$ cat config.mk
export PLATFORM = sky130hd
export DESIGN_NAME = shift_issue
export DESIGN_NICKNAME = d
export VERILOG_FILES = /design/src/rtl/shift_issue_pkg.sv /design/src/rtl/shift_operand_sel.sv /design/src/rtl/shift_issue.sv
export SDC_FILE = /design/constraint.sdc
export NUM_CORES = 1
export LEC_CHECK = 0
export CAP_MARGIN = 20
export CORE_UTILIZATION = 27
export DETAILED_ROUTE_END_ITERATION = 8
export PLACE_DENSITY = 0.5
export SLEW_MARGIN = 25
export SYNTH_ARGS = -nofsm -noshare
export SYNTH_HDL_FRONTEND = slang
export SYNTH_HIERARCHICAL = 1
export SYNTH_SLANG_ARGS = --single-unit
export TNS_END_PERCENT = 30
$ cat constraint.sdc
create_clock -name clk_i -period 1.7 [get_ports clk_i]
set_clock_uncertainty 0.1 [all_clocks]
set_input_delay 0.17 -clock clk_i [delete_from_list [all_inputs] [get_ports clk_i]]
set_output_delay 0.17 -clock clk_i [all_outputs]
set_load 0.02 [all_outputs]
$ cat src/rtl/shift_issue_pkg.sv
// shift_issue_pkg
//   Shared types and constants for the shift issue buffer.
//   - Operand/index widths used by the entry struct.
//   - Legal shift funct encodings {funct7[5], funct3}.
//   - shift_issue_entry_t : one buffered operation as presented to the shifter.
//   - occ_state_t         : buffer occupancy (EMPTY / ONE / TWO).
package shift_issue_pkg;

    localparam int XLEN_P      = 32;
    localparam int SHAMT_W_P   = 5;
    localparam int RF_ADDR_W_P = 5;

    localparam logic [3:0] FUNCT_SLL = 4'b0001;
    localparam logic [3:0] FUNCT_SRL = 4'b0101;
    localparam logic [3:0] FUNCT_SRA = 4'b1101;

    typedef struct packed {
        logic [3:0]             funct;
        logic [XLEN_P-1:0]      op1;
        logic [XLEN_P-1:0]      op2;
        logic [RF_ADDR_W_P-1:0] rd;
        logic                   illegal;
    } shift_issue_entry_t;

    typedef enum logic [1:0] {
        EMPTY = 2'd0,
        ONE   = 2'd1,
        TWO   = 2'd2
    } occ_state_t;

    function automatic logic funct_is_legal(input logic [3:0] f);
        return (f == FUNCT_SLL) || (f == FUNCT_SRL) || (f == FUNCT_SRA);
    endfunction

endpackage

$ cat src/rtl/shift_operand_sel.sv
// shift_operand_sel
//   Combinational operand resolution for one incoming shift operation.
//   Picks op1 / op2 sources (optionally through the writeback bypass),
//   masks op2 down to the shift amount and flags illegal funct codes.
//   Ports:
//     i_funct, i_rs1, i_rs2, i_rs1_data, i_rs2_data, i_imm, i_use_imm, i_rd
//                  : decoded operation fields
//     i_fwd_*      : writeback bypass (only with SHIFT_ISSUE_FWD_EN)
//     o_entry      : resolved entry ready for capture
//   Macro: SHIFT_ISSUE_FWD_EN enables the bypass inputs.
module shift_operand_sel
    import shift_issue_pkg::*;
(
    input  logic [3:0]             i_funct,
    input  logic [RF_ADDR_W_P-1:0] i_rs1,
    input  logic [RF_ADDR_W_P-1:0] i_rs2,
    input  logic [XLEN_P-1:0]      i_rs1_data,
    input  logic [XLEN_P-1:0]      i_rs2_data,
    input  logic [XLEN_P-1:0]      i_imm,
    input  logic                   i_use_imm,
    input  logic [RF_ADDR_W_P-1:0] i_rd,
`ifdef SHIFT_ISSUE_FWD_EN
    input  logic                   i_fwd_valid,
    input  logic [RF_ADDR_W_P-1:0] i_fwd_rd,
    input  logic [XLEN_P-1:0]      i_fwd_data,
`endif
    output shift_issue_entry_t     o_entry
);

    logic [XLEN_P-1:0] w_op1;
    logic [XLEN_P-1:0] w_src;
    logic              w_legal;

    always_comb begin
        w_op1 = i_rs1_data;
        w_src = i_use_imm ? i_imm : i_rs2_data;
`ifdef SHIFT_ISSUE_FWD_EN
        // x0 never forwards; immediates are never overridden by the bypass.
        if (i_fwd_valid && (i_fwd_rd == i_rs1) && (i_rs1 != '0))
            w_op1 = i_fwd_data;
        if (!i_use_imm && i_fwd_valid && (i_fwd_rd == i_rs2) && (i_rs2 != '0))
            w_src = i_fwd_data;
`endif
    end

    assign w_legal = funct_is_legal(i_funct);

    always_comb begin
        o_entry.funct   = i_funct;
        o_entry.op1     = w_op1;
        // Illegal ops carry a zero shift amount so the shifter output is benign.
        o_entry.op2     = w_legal ? {{(XLEN_P-SHAMT_W_P){1'b0}}, w_src[SHAMT_W_P-1:0]} : '0;
        o_entry.rd      = i_rd;
        o_entry.illegal = !w_legal;
    end

    // Upper source bits are discarded by the shamt mask.
    logic w_unused_src;
    assign w_unused_src = ^w_src[XLEN_P-1:SHAMT_W_P];
`ifndef SHIFT_ISSUE_FWD_EN
    // Register indices only matter for bypass matching.
    logic w_unused_idx;
    assign w_unused_idx = ^{i_rs1, i_rs2};
`endif

endmodule

$ cat src/rtl/shift_issue.sv
// shift_issue
//   Execute-stage issue buffer in front of the combinational shifter.
//   2-entry skid buffer (head + skid) so in_ready_o is a pure flop and
//   never depends on out_ready_i in the same cycle.
//   Ports:
//     clk_i, rst_i (sync, active high), flush_i
//     in_*         : decode handshake and operation fields
//     fwd_*        : writeback bypass (only with SHIFT_ISSUE_FWD_EN)
//     out_valid_o / out_ready_i : shifter handshake
//     funct_o, op1_o, op2_o, rd_o, illegal_o : registered head entry
//   Macro: SHIFT_ISSUE_FWD_EN adds the fwd_* ports and capture-time bypass.
module shift_issue
    import shift_issue_pkg::*;
#(
    parameter int XLEN      = XLEN_P,
    parameter int SHAMT_W   = SHAMT_W_P,
    parameter int RF_ADDR_W = RF_ADDR_W_P
) (
    input  logic                 clk_i,
    input  logic                 rst_i,
    input  logic                 flush_i,
    input  logic                 in_valid_i,
    output logic                 in_ready_o,
    input  logic [3:0]           in_funct_i,
    input  logic [RF_ADDR_W-1:0] in_rs1_i,
    input  logic [RF_ADDR_W-1:0] in_rs2_i,
    input  logic [XLEN-1:0]      in_rs1_data_i,
    input  logic [XLEN-1:0]      in_rs2_data_i,
    input  logic [XLEN-1:0]      in_imm_i,
    input  logic                 in_use_imm_i,
    input  logic [RF_ADDR_W-1:0] in_rd_i,
`ifdef SHIFT_ISSUE_FWD_EN
    input  logic                 fwd_valid_i,
    input  logic [RF_ADDR_W-1:0] fwd_rd_i,
    input  logic [XLEN-1:0]      fwd_data_i,
`endif
    output logic                 out_valid_o,
    input  logic                 out_ready_i,
    output logic [3:0]           funct_o,
    output logic [XLEN-1:0]      op1_o,
    output logic [XLEN-1:0]      op2_o,
    output logic [RF_ADDR_W-1:0] rd_o,
    output logic                 illegal_o
);

    occ_state_t         r_state, w_state_nxt;
    shift_issue_entry_t r_head, r_skid, w_entry;
    logic               r_ready;
    logic               w_valid, w_accept, w_pop;
    logic               w_head_new, w_skid_new, w_head_from_skid;

    shift_operand_sel u_sel (
        .i_funct    (in_funct_i),
        .i_rs1      (in_rs1_i),
        .i_rs2      (in_rs2_i),
        .i_rs1_data (in_rs1_data_i),
        .i_rs2_data (in_rs2_data_i),
        .i_imm      (in_imm_i),
        .i_use_imm  (in_use_imm_i),
        .i_rd       (in_rd_i),
`ifdef SHIFT_ISSUE_FWD_EN
        .i_fwd_valid(fwd_valid_i),
        .i_fwd_rd   (fwd_rd_i),
        .i_fwd_data (fwd_data_i),
`endif
        .o_entry    (w_entry)
    );

    assign w_accept = in_valid_i & r_ready;
    assign w_pop    = w_valid & out_ready_i;

    // State register; ready is registered from the next state.
    always_ff @(posedge clk_i) begin
        if (rst_i) begin
            r_state <= EMPTY;
            r_ready <= 1'b1;
        end else begin
            r_state <= w_state_nxt;
            r_ready <= (w_state_nxt != TWO);
        end
    end

    // Next-state logic; flush wins over any accept/pop in the same cycle.
    always_comb begin
        w_state_nxt = r_state;
        if (flush_i) begin
            w_state_nxt = EMPTY;
        end else begin
            case (r_state)
                EMPTY:   if (w_accept) w_state_nxt = ONE;
                ONE: begin
                    if (w_accept && !w_pop)      w_state_nxt = TWO;
                    else if (w_pop && !w_accept) w_state_nxt = EMPTY;
                end
                TWO:     if (w_pop) w_state_nxt = ONE;
                default: w_state_nxt = EMPTY;
            endcase
        end
    end

    // Output / datapath-control logic.
    always_comb begin
        w_valid          = (r_state != EMPTY);
        // New entry goes to the head when the head slot is free or being popped.
        w_head_new       = !flush_i && w_accept &&
                           ((r_state == EMPTY) || ((r_state == ONE) && w_pop));
        w_skid_new       = !flush_i && w_accept && (r_state == ONE) && !w_pop;
        w_head_from_skid = !flush_i && w_pop && (r_state == TWO);
    end

    // Head only changes when empty or popped, so outputs hold under stall.
    always_ff @(posedge clk_i) begin
        if (rst_i) begin
            r_head <= '0;
            r_skid <= '0;
        end else begin
            if (w_head_new)            r_head <= w_entry;
            else if (w_head_from_skid) r_head <= r_skid;
            if (w_skid_new)            r_skid <= w_entry;
        end
    end

    assign in_ready_o  = r_ready;
    assign out_valid_o = w_valid;
    assign funct_o     = r_head.funct;
    assign op1_o       = r_head.op1;
    assign op2_o       = r_head.op2;
    assign rd_o        = r_head.rd;
    assign illegal_o   = r_head.illegal;

endmodule

==> results of run 1 <==
[synthesized netlist by cell type (4+ instances only)]
library cell and number:
nand2_1 297, dfxtp_1 151, a21oi_1 74, nor2_1 74, a311oi_2 70, buf_4 69, clkbuf_1 36, buf_2 20
buf_6 10, nor3_1 7, mux2i_1 5, a311oi_1 4
[worst max-delay path by stage]
stage | from | to | slack (ps) | cells past startpoint
floorplan | in_ready_o | op1_o[20] | -30 | 7
global placement | out_ready_i | r_skid[61] | -460 | 6
detailed placement | out_ready_i | r_skid[61] | -470 | 6
CTS | r_state[1] | op2_o[1] | -60 | 7
global route | r_state[0] | op2_o[25] | -120 | 4
finish | r_state[0] | op1_o[2] | -70 | 5
[registers in the layout (all words and copies together), names as in the netlist]
| name | flops |
|---|---|
| funct_o | 4 |
| illegal_o | 1 |
| in_ready_o | 1 |
| op1_o | 32 |
| op2_o | 32 |
| r_skid | 74 |
| r_state | 2 |
| rd_o | 5 |
[repair_timing]
action                                  in CTS  in global routing
buffers inserted                             1                  3
cloned                                       2                 23
gates resized for setup                     14                 98
endpoints found under the setup margin     153                163
pin swaps                                    5                 20
[cell type report]
class	instances	area share, %
clock buffer	20	4.62
clock inverter	12	1.43
multi-input combinational	575	34.1
timing repair buffer	200	24.9
tap	330	4.18
inverter	1	0.0380
sequential	151	30.7
[metrics by stage]
step	area, µm²	hold WS, ps
CTS	9150	78.7
floorplan	7070	149
finish	9880	86.4
global route	9880	101
global placement	8480	341
detailed placement	8480	346
[cell usage in the layout (no fill, tap or decap), types with 2 or more instances in the layout]
master	count
nand2_1	283
dfxtp_1	149
clkdlybuf4s50_1	96
a21oi_1	74
a311oi_2	72
nor2_1	38
nor2_2	36
dlymetal6s2s_1	30
clkbuf_16	29
conb_1	27
buf_4	23
buf_12	16
buf_6	11
nand2_2	8
nor3_1	7
nand2_4	6
buf_16	5
mux2i_1	5
inv_6	4
dlygate4sd2_1	4
or4b_4	3
clkinv_4	3
nand2b_4	2
a311oi_1	2
bufinv_16	2
clkinvlp_4	2
clkbuf_8	2
buf_8	2
dfxtp_4	2
[logic make-up after synthesis]
| family | share of synthesized area [%] |
|---|---|
| and+or+nand+nor | 22.0 |
| AOI/OAI and AO/OA | 21.1 |
| muxes | 0.720 |
| xor gates and xnor gates | 0.126 |
| buffers and inverters | 12.5 |
| DFF | 43.5 |
| other | 0.0539 |
[power by group through the flow]
stage          combinational (mW)  sequential [mW]  clock [mW]
6_report                     1.29             3.76        3.89
3_5_place_dp                 1.12             3.83           0
4_1_cts                      1.12             3.76        4.01
3_3_place_gp                 1.12             3.84           0
2_1_floorplan               0.580             3.97           0
5_1_grt                      1.38             3.77        4.15
[metal layers]
layer,global-route usage (%),share of wire (%),vias to the layer above
met5,0,0,-
met4,4.37,0.88,0
met3,2.78,3.7,12
met2,22.6,49,146
met1,18.9,47,2803
li1,-,-,2949
==> qor.txt, run 1 <==
Status -> finished, violations left
Failing checks -> setup timing
P&R area growth vs syn -> 42.1%
Antenna Cells -> 0
Synth cell types -> 29
Clk pwr share -> 43.5%
Tot Pwr -> 8.94 mW
Post-synthesis sequential area ratio -> 43.5%
Unrepaired setup endpoints after global routing -> true
Worst VDD drop -> 0.434 mV
R2R cell count -> 5
Final GP Congestion -> 0.678
Largest net degree at the start of global routing -> 77
Worst Path Max Fanout -> 9
Drt pass-1 iters -> 5
Num CTS Buffers -> 17
Core area -> 25300 µm²
CTS tree -> yes
Final setup viols -> 74
Via density -> 4.58
Initial antenna violation count -> 0
CP top delay family -> simple AND/OR/NAND/NOR gates
Largest area contributor in the netlist -> dfxtp_1
Yosys warnings -> 6
Clk_lat worst skew -> 430 ps
CTS root buf -> clkbuf_16
Net Sw Frac -> 26.5%
R2R Path Start -> r_state[0]
HPWL after DPL -> 10.9 mm
CP Launch Type -> flip-flop
Routed WL -> 22.1 mm
Maxcap violations -> 0
Worst R2R Setup Slack -> -70 ps
ANT nets after route -> 0
Post-synth EDFFs -> 0
Final-report hold violation count -> 0
Cell Pwr Density -> 905 nW/µm²
Mapped cell area -> 6950 µm²
Via count -> 5910
Hold Path Depth -> 2
Die ar. -> 26400 µm²
Post-synth ARST share -> 0%
Sequential group share of total power -> 42.0%
Cell count after synthesis -> 834
GR Overflow Total -> 0
Port bufs -> 132
Pre-CTS setup slack -> -466 ps
Seq cells post-synth -> 151
Non-Filler Instances -> 1289
Hold Startpoint -> rst_i
Synth area leaders -> dfxtp_1 (43%), nand2_1 (16%), a311oi_2 (15%), buf_4 (7.5%), a21oi_1 (5.3%)
CP Class -> reg2reg
Max incr delay on CP -> 630 ps
Setup slack after layout -> -71.2 ps
Gr usage total -> 14.1%
Internal power -> 6.57 mW
Max-slew headroom -> 65.5%
Slowest cell on the critical path -> or4b_4
Die H -> 162 µm
Share of layout cells above drive strength 1 -> 24.6%
Most used DFF post-synth -> dfxtp_1
Min-Delay Endpoint -> r_skid[70]
Mapped Avg Cell Area -> 8.34 µm²
Final Cycle Share -> 104%
Final Util -> 39.1%
Max frequency -> 0.565 GHz
Final setup TNS -> -2040 ps
Clock tree buffer depth -> 2
Initial Util -> 27.5%
R2r endpoint -> op1_o[2]
Area of the multi-input gates -> 3370 µm²
Starting DRC count in detailed routing -> 332
Pleak -> 3.88 nW
Drt drc -> 0
Reg area -> 3030 µm²
Period minus WS final -> 1770 ps
Hold Buf Count CTS -> 0
Worst path arrival time -> 1970 ps
First-pass GRT wire length -> 29.1 mm
Comb pwr share -> 14.4%
Slew @ Worst Pin -> 517 ps
Crit-path cells -> nand2b_4 > or4b_4 > clkbuf_16 > nor2_1 > a311oi_2
Sw power -> 2.37 mW
Fill cells -> 2544
WL/cell -> 17.2 µm
TritonCTS Sinks -> 151
Die width -> 162 µm
Worst hold path class -> in2reg
Final-stage net count -> 1067
Vias in the first global route -> 5386
Ports -> 197
Clock transition at path regs -> 60 ps
Rows -> 58
Area fraction of the dominant cell type after synthesis -> 43.5%
H-tree depth -> 4
Required time worst endpoint -> 1900 ps
Slew Viols, Final -> 0
CP endpoint kind -> flip-flop
Dpl cells -> 1229
Worst path bufs/invs -> 1
Note: power is estimated with default switching activity, not from simulation.
==> run 2: changes to the inputs <==
--- a/config.mk
+++ b/config.mk
@@ -6,6 +6,7 @@
 export NUM_CORES = 1
 export LEC_CHECK = 0
 export CAP_MARGIN = 20
+export CORE_MARGIN = 2
 export CORE_UTILIZATION = 27
 export DETAILED_ROUTE_END_ITERATION = 8
 export PLACE_DENSITY = 0.5
==> run 2 against run 1 <==
Net effect:
- the run still ends with setup timing left
- total power shrank 3.2%
- die area increased by 2.5%
- flip-flop and latch count unchanged
- sequential power hardly changed
- routed wire length fell by 14%
- count of clock-buffer cells in the layout down 1
- critical endpoint is now op2_o[20]
- via count decreased by 4.3%
- largest cell class unchanged
- combinational power down 15%
- clock power down 3%
- sequential share of layout area rose by 1.1 points
- worst setup slack got worse by 17 ps
- largest power group unchanged
- first-iteration DRC count shrank 10%
==> qor.txt, run 2 (synthesis results as in run 1) <==
Met1 wire length -> 9.27 mm
Tot Pwr -> 8.65 mW
Die ar. -> 27000 µm²
Pre-CTS setup slack -> -417 ps
Via count -> 5657
Die width -> 164 µm
Share of layout cells above drive strength 1 -> 20.8%
Pleak -> 3.78 nW
Failing checks -> setup timing
Max Used Layer -> met4
Largest net degree at the start of global routing -> 79
Worst Path Max Fanout -> 8
Leading cell type in the layout, fill and taps excluded -> nand2_1
Via density -> 4.43
Worst VDD drop -> 0.493 mV
Port bufs -> 132
Clock transition at path regs -> 60 ps
Unrepaired setup endpoints after global routing -> true
Final setup TNS -> -3310 ps
Maxcap violations -> 0
Drt pass-1 iters -> 4
CP endpoint -> op2_o[20]
Max reg flops -> 74
Worst hold path class -> in2reg
Antenna Cells -> 0
Hold Path Depth -> 2
Required time worst endpoint -> 1930 ps
HPWL after DPL -> 10.6 mm
Hold WS -> 80.7 ps
TritonCTS Sinks -> 151
R2R cell count -> 8
Drt drc -> 0
H-tree depth -> 4
Max frequency -> 0.559 GHz
Core area -> 25300 µm²
CP endpoint kind -> flip-flop
Period minus WS final -> 1790 ps
Crit-path cells -> buf_6 > and2b_1 > buf_6 > nand3b_1 > buf_12 > clkbuf_16 > nand2_1 > a311oi_2
Starting DRC count in detailed routing -> 298
Final-stage net count -> 1054
First-pass GRT wire length -> 29.2 mm
Final-report hold violation count -> 0
WL/cell -> 15.0 µm
CTS tree -> yes
Final Instance Area -> 9520 µm²
Num CTS Buffers -> 17
Rows -> 58
Gr usage total -> 13.8%
Final GP Congestion -> 0.681
R2r endpoint -> op2_o[20]
Initial Util -> 27.5%
Placed cell area -> 8390 µm²
R2R Path Start -> r_state[0]
Clock tree buffer depth -> 2
Ports -> 197
WL met3 -> 889 µm
Top cell by count, worst path -> buf_6
CP Launch Type -> flip-flop
Slowest cell on the critical path -> dfxtp_2
Worst path arrival time -> 2010 ps
Commonest non-fill, non-tap cells in the layout -> nand2_1 (275), dfxtp_1 (149), clkdlybuf4s50_1 (91), a21oi_1 (74), a311oi_2 (73)
Slew Viols, Final -> 0
Vias in the first global route -> 5434
Met2 Routed Length -> 8.84 mm
Critical path origin -> r_state[0]
Max incr delay on CP -> 340 ps
Final setup viols -> 107
P&R area growth vs syn -> 36.9%
Clk_lat worst skew -> 420 ps
ANT nets after route -> 0
Final Cycle Share -> 105%
Initial antenna violation count -> 0
CTS root buf -> clkbuf_16
Worst R2R Setup Slack -> -90 ps
Largest Register -> r_skid
Die H -> 164 µm
GR Overflow Total -> 0
Cell Pwr Density -> 909 nW/µm²
Routed WL -> 19.1 mm
Status -> finished, violations left
CP Class -> reg2reg
Setup slack after layout -> -88.2 ps
-- run 2: changes by cell type in the layout (fill, tap and decap cells not counted), sizes merged, moves of 4 or more --
cell,before,now
buf,58,53
dlymetal6s2s,30,26
dlygate4sd2,4,13
clkbuf,32,25
clkdlybuf4s50,96,91
-- run 2: worst min path at each step --
stage | start | endpoint | slack, ps
4_1_cts | rst_i | r_skid[40] | 60
5_1_grt | rst_i | r_skid[67] | 80
3_5_place_dp | r_skid[10] | r_skid[10] | 350
3_3_place_gp | r_skid[60] | r_skid[60] | 340
6_report | rst_i | r_skid[67] | 80
2_1_floorplan | flush_i | r_state[0] | 150
-- run 2: power by group --
group          internal (mW)  switching, mW  total, mW
Combinational          0.527          0.571       1.10
Clock                   2.18           1.61       3.79
Sequential              3.67         0.0840       3.76
-- run 2: routing by layer --
metal,vias up,GRT usage (%)
li1,2901,-
met3,5,3.82
met4,0,3.08
met5,-,0
met1,2645,18.5
met2,106,22.1
-- run 2: timing repair --
| action | 4_1_cts | 5_1_grt |
|---|---|---|
| gates resized for setup | 27 | 63 |
| pin swaps | 3 | 29 |
| endpoints found under the setup margin | 138 | 173 |
| buffers inserted | 8 | 0 |
| gates cloned | 5 | 7 |
| hold buffers | 0 | 0 |
-- run 2: layout make-up --
class | count | area [µm²]
Clock inverter | 13 | 145
Timing Repair Buffer | 189 | 2180
Sequential cell | 151 | 3030
Multi-Input combinational cell | 573 | 3310
Fill cell | 2583 | 15700
Inverter | 1 | 3.75
Tap cell | 330 | 413
Clock buffer | 19 | 433
-- run 2: through the flow --
step	instances	utilization, %
final	1276	37.7
after global routing	1276	37.7
after CTS	1270	36.4
after detailed placement	1225	33.2
after global placement	1225	33.2
after floorplan	860	-
-- run 2: critical path, delay by kind of cell, from the launching register on --
family                 cells  cell delay, ps
flip-flops                 1             340
AND/OR/NAND/NOR            3             390
buffers and inverters      4             590
AO/OA/AOI/OAI              1             250
==> run 3: changes to the inputs <==
--- a/config.mk
+++ b/config.mk
@@ -5,10 +5,10 @@
 export SDC_FILE = /design/constraint.sdc
 export NUM_CORES = 1
 export LEC_CHECK = 0
-export CAP_MARGIN = 20
 export CORE_MARGIN = 2
 export CORE_UTILIZATION = 27
 export DETAILED_ROUTE_END_ITERATION = 8
+export MAX_ROUTING_LAYER = met4
 export PLACE_DENSITY = 0.5
 export SLEW_MARGIN = 25
 export SYNTH_ARGS = -nofsm -noshare
==> run 3 against run 2 <==
Net effect:
- the flow still finishes with violations (setup timing)
- utilization about the same
- via count up 0.19%
- routed wire length about the same
- die area unchanged
- sequential power about the same
- critical path type unchanged
- count of clock-buffer cells in the layout unchanged
==> qor.txt, run 3 (synthesis results as in run 1) <==
CTS tree -> yes
Rows -> 58
CP endpoint kind -> flip-flop
R2R Path Start -> r_state[0]
Fill cells -> 2585
Port bufs -> 132
Worst R2R Setup Slack -> -90 ps
R2r endpoint -> op2_o[20]
Clk_lat worst skew -> 420 ps
Initial antenna violation count -> 0
ANT nets after route -> 0
Busiest grt layer -> met2
Worst VDD drop -> 0.494 mV
H-tree depth -> 4
Slew Viols, Final -> 0
Failing checks -> setup timing
Clock tree buffer depth -> 2
R2R cell count -> 8
Worst path arrival time -> 2010 ps
Max incr delay on CP -> 340 ps
Hold Startpoint -> rst_i
Drt pass-1 iters -> 4
CP Class -> reg2reg
Leading cell type in the layout, fill and taps excluded -> nand2_1
Required time worst endpoint -> 1930 ps
GR Overflow Total -> 0
Hold Path Depth -> 2
Final setup viols -> 113
Vias in the first global route -> 5429
Antenna Cells -> 0
Met2 usage -> 22.1%
Maxcap violations -> 0
Worst Path Max Fanout -> 8
Met1 Use GR -> 18.6%
Period minus WS final -> 1790 ps
Unrepaired setup endpoints after global routing -> true
Ports -> 197
Crit-path cells -> buf_6 > and2b_1 > buf_6 > nand3b_1 > buf_12 > clkbuf_16 > nand2_1 > a311oi_2
Min-Delay Endpoint -> r_skid[69]
Core area -> 25300 µm²
Largest net degree at the start of global routing -> 79
Routed WL -> 19.1 mm
Drt drc -> 0
Worst path bufs/invs -> 4
Final-stage net count -> 1054
Final Cycle Share -> 105%
Status -> finished, violations left
Share of layout cells above drive strength 1 -> 20.6%
HPWL after DPL -> 10.6 mm
Final-report hold violation count -> 0
Final GP Congestion -> 0.688
Pre-CTS setup slack -> -417 ps
M3 GR Usage -> 3.69%
Via density -> 4.44
Largest Register -> r_skid
Via count -> 5668
Setup slack after layout -> -88.6 ps
Worst hold path class -> in2reg
Die H -> 164 µm
P&R area growth vs syn -> 36.8%
Num CTS Buffers -> 17
Top cell by count, worst path -> buf_6
Final setup TNS -> -3360 ps
CP Launch Type -> flip-flop
WL/cell -> 15.0 µm
Max frequency -> 0.559 GHz
CTS root buf -> clkbuf_16
Max reg flops -> 74
Pleak -> 3.80 nW
Gr usage total -> 14.2%
CP top delay family -> buffers and inverters
Commonest non-fill, non-tap cells in the layout -> nand2_1 (277), dfxtp_1 (149), clkdlybuf4s50_1 (90), a21oi_1 (74), a311oi_2 (73)
Die width -> 164 µm
Die ar. -> 27000 µm²
Initial Util -> 27.5%
Starting DRC count in detailed routing -> 299
Clock transition at path regs -> 70 ps
TritonCTS Sinks -> 151
Cell Pwr Density -> 910 nW/µm²
Slowest cell on the critical path -> dfxtp_2
First-pass GRT wire length -> 29.2 mm
## run 3: final cells by class
type | instances | area [µm²] | share of cell area (%)
Multi-Input combinational cell | 573 | 3310 | 34.7
Sequential cell | 151 | 3030 | 31.8
Timing Repair Buffer | 189 | 2180 | 23.0
Clock buffer | 19 | 433 | 4.55
Tap cell | 330 | 413 | 4.34
Clock inverter | 13 | 145 | 1.53
Inverter | 1 | 3.75 | 0.0395
## run 3: metal layers
metal,routed length (µm),share of wire [%]
met2,8810,46
met5,0,0
met4,116,0.61
met3,755,4.0
met1,9420,49
## run 3: worst max path at each step
stage                start    endpoint  slack [ps]  depth (start not counted)
6_report        r_state[0]   op2_o[20]         -90                          8
5_1_grt         r_state[0]   op2_o[20]        -150                          8
4_1_cts         r_state[0]   op2_o[20]         -50                          8
3_5_place_dp   out_ready_i  r_skid[50]        -420                          6
3_3_place_gp   out_ready_i  r_skid[62]        -430                          6
2_1_floorplan   in_ready_o   op1_o[20]         -30                          7
## run 3: worst register-to-register path, stage by stage (launching register included)
cell,delay [ps]
dfxtp_2,340
buf_6,100
and2b_1,180
buf_6,120
nand3b_1,140
buf_12,190
clkbuf_16,200
nand2_1,70
a311oi_2,250
## run 3: through the flow
| step | utilization, % | cell area, µm² | instances | power (mW) | hold slack (ps) |
|---|---|---|---|---|---|
| detailed placement | 33.2 | 8390 | 1225 | 4.94 | 346 |
| global route | 37.7 | 9510 | 1276 | 9.03 | 76.4 |
| CTS | 36.4 | 9190 | 1270 | 8.78 | 59.8 |
| floorplan | - | 7070 | 860 | 4.55 | 149 |
| finish | 37.7 | 9510 | 1276 | 8.66 | 80.4 |
| global placement | 33.2 | 8390 | 1225 | 4.94 | 341 |
## run 3: report_power, final
group	leakage [nW]	switching (mW)	internal, mW	total (mW)
Sequential	1.23	0.0832	3.67	3.76
Combinational	2.29	0.572	0.527	1.10
Clock	0.271	1.62	2.18	3.80
Total	3.80	2.27	6.38	8.66
## run 3: repair_timing
action                                  CTS  global route
endpoints found under the setup margin  138           174
cloned                                    5             7
gates resized for setup                  27            62
hold buffers                              0             0
buffers inserted                          8             0
pin swaps                                 3            29
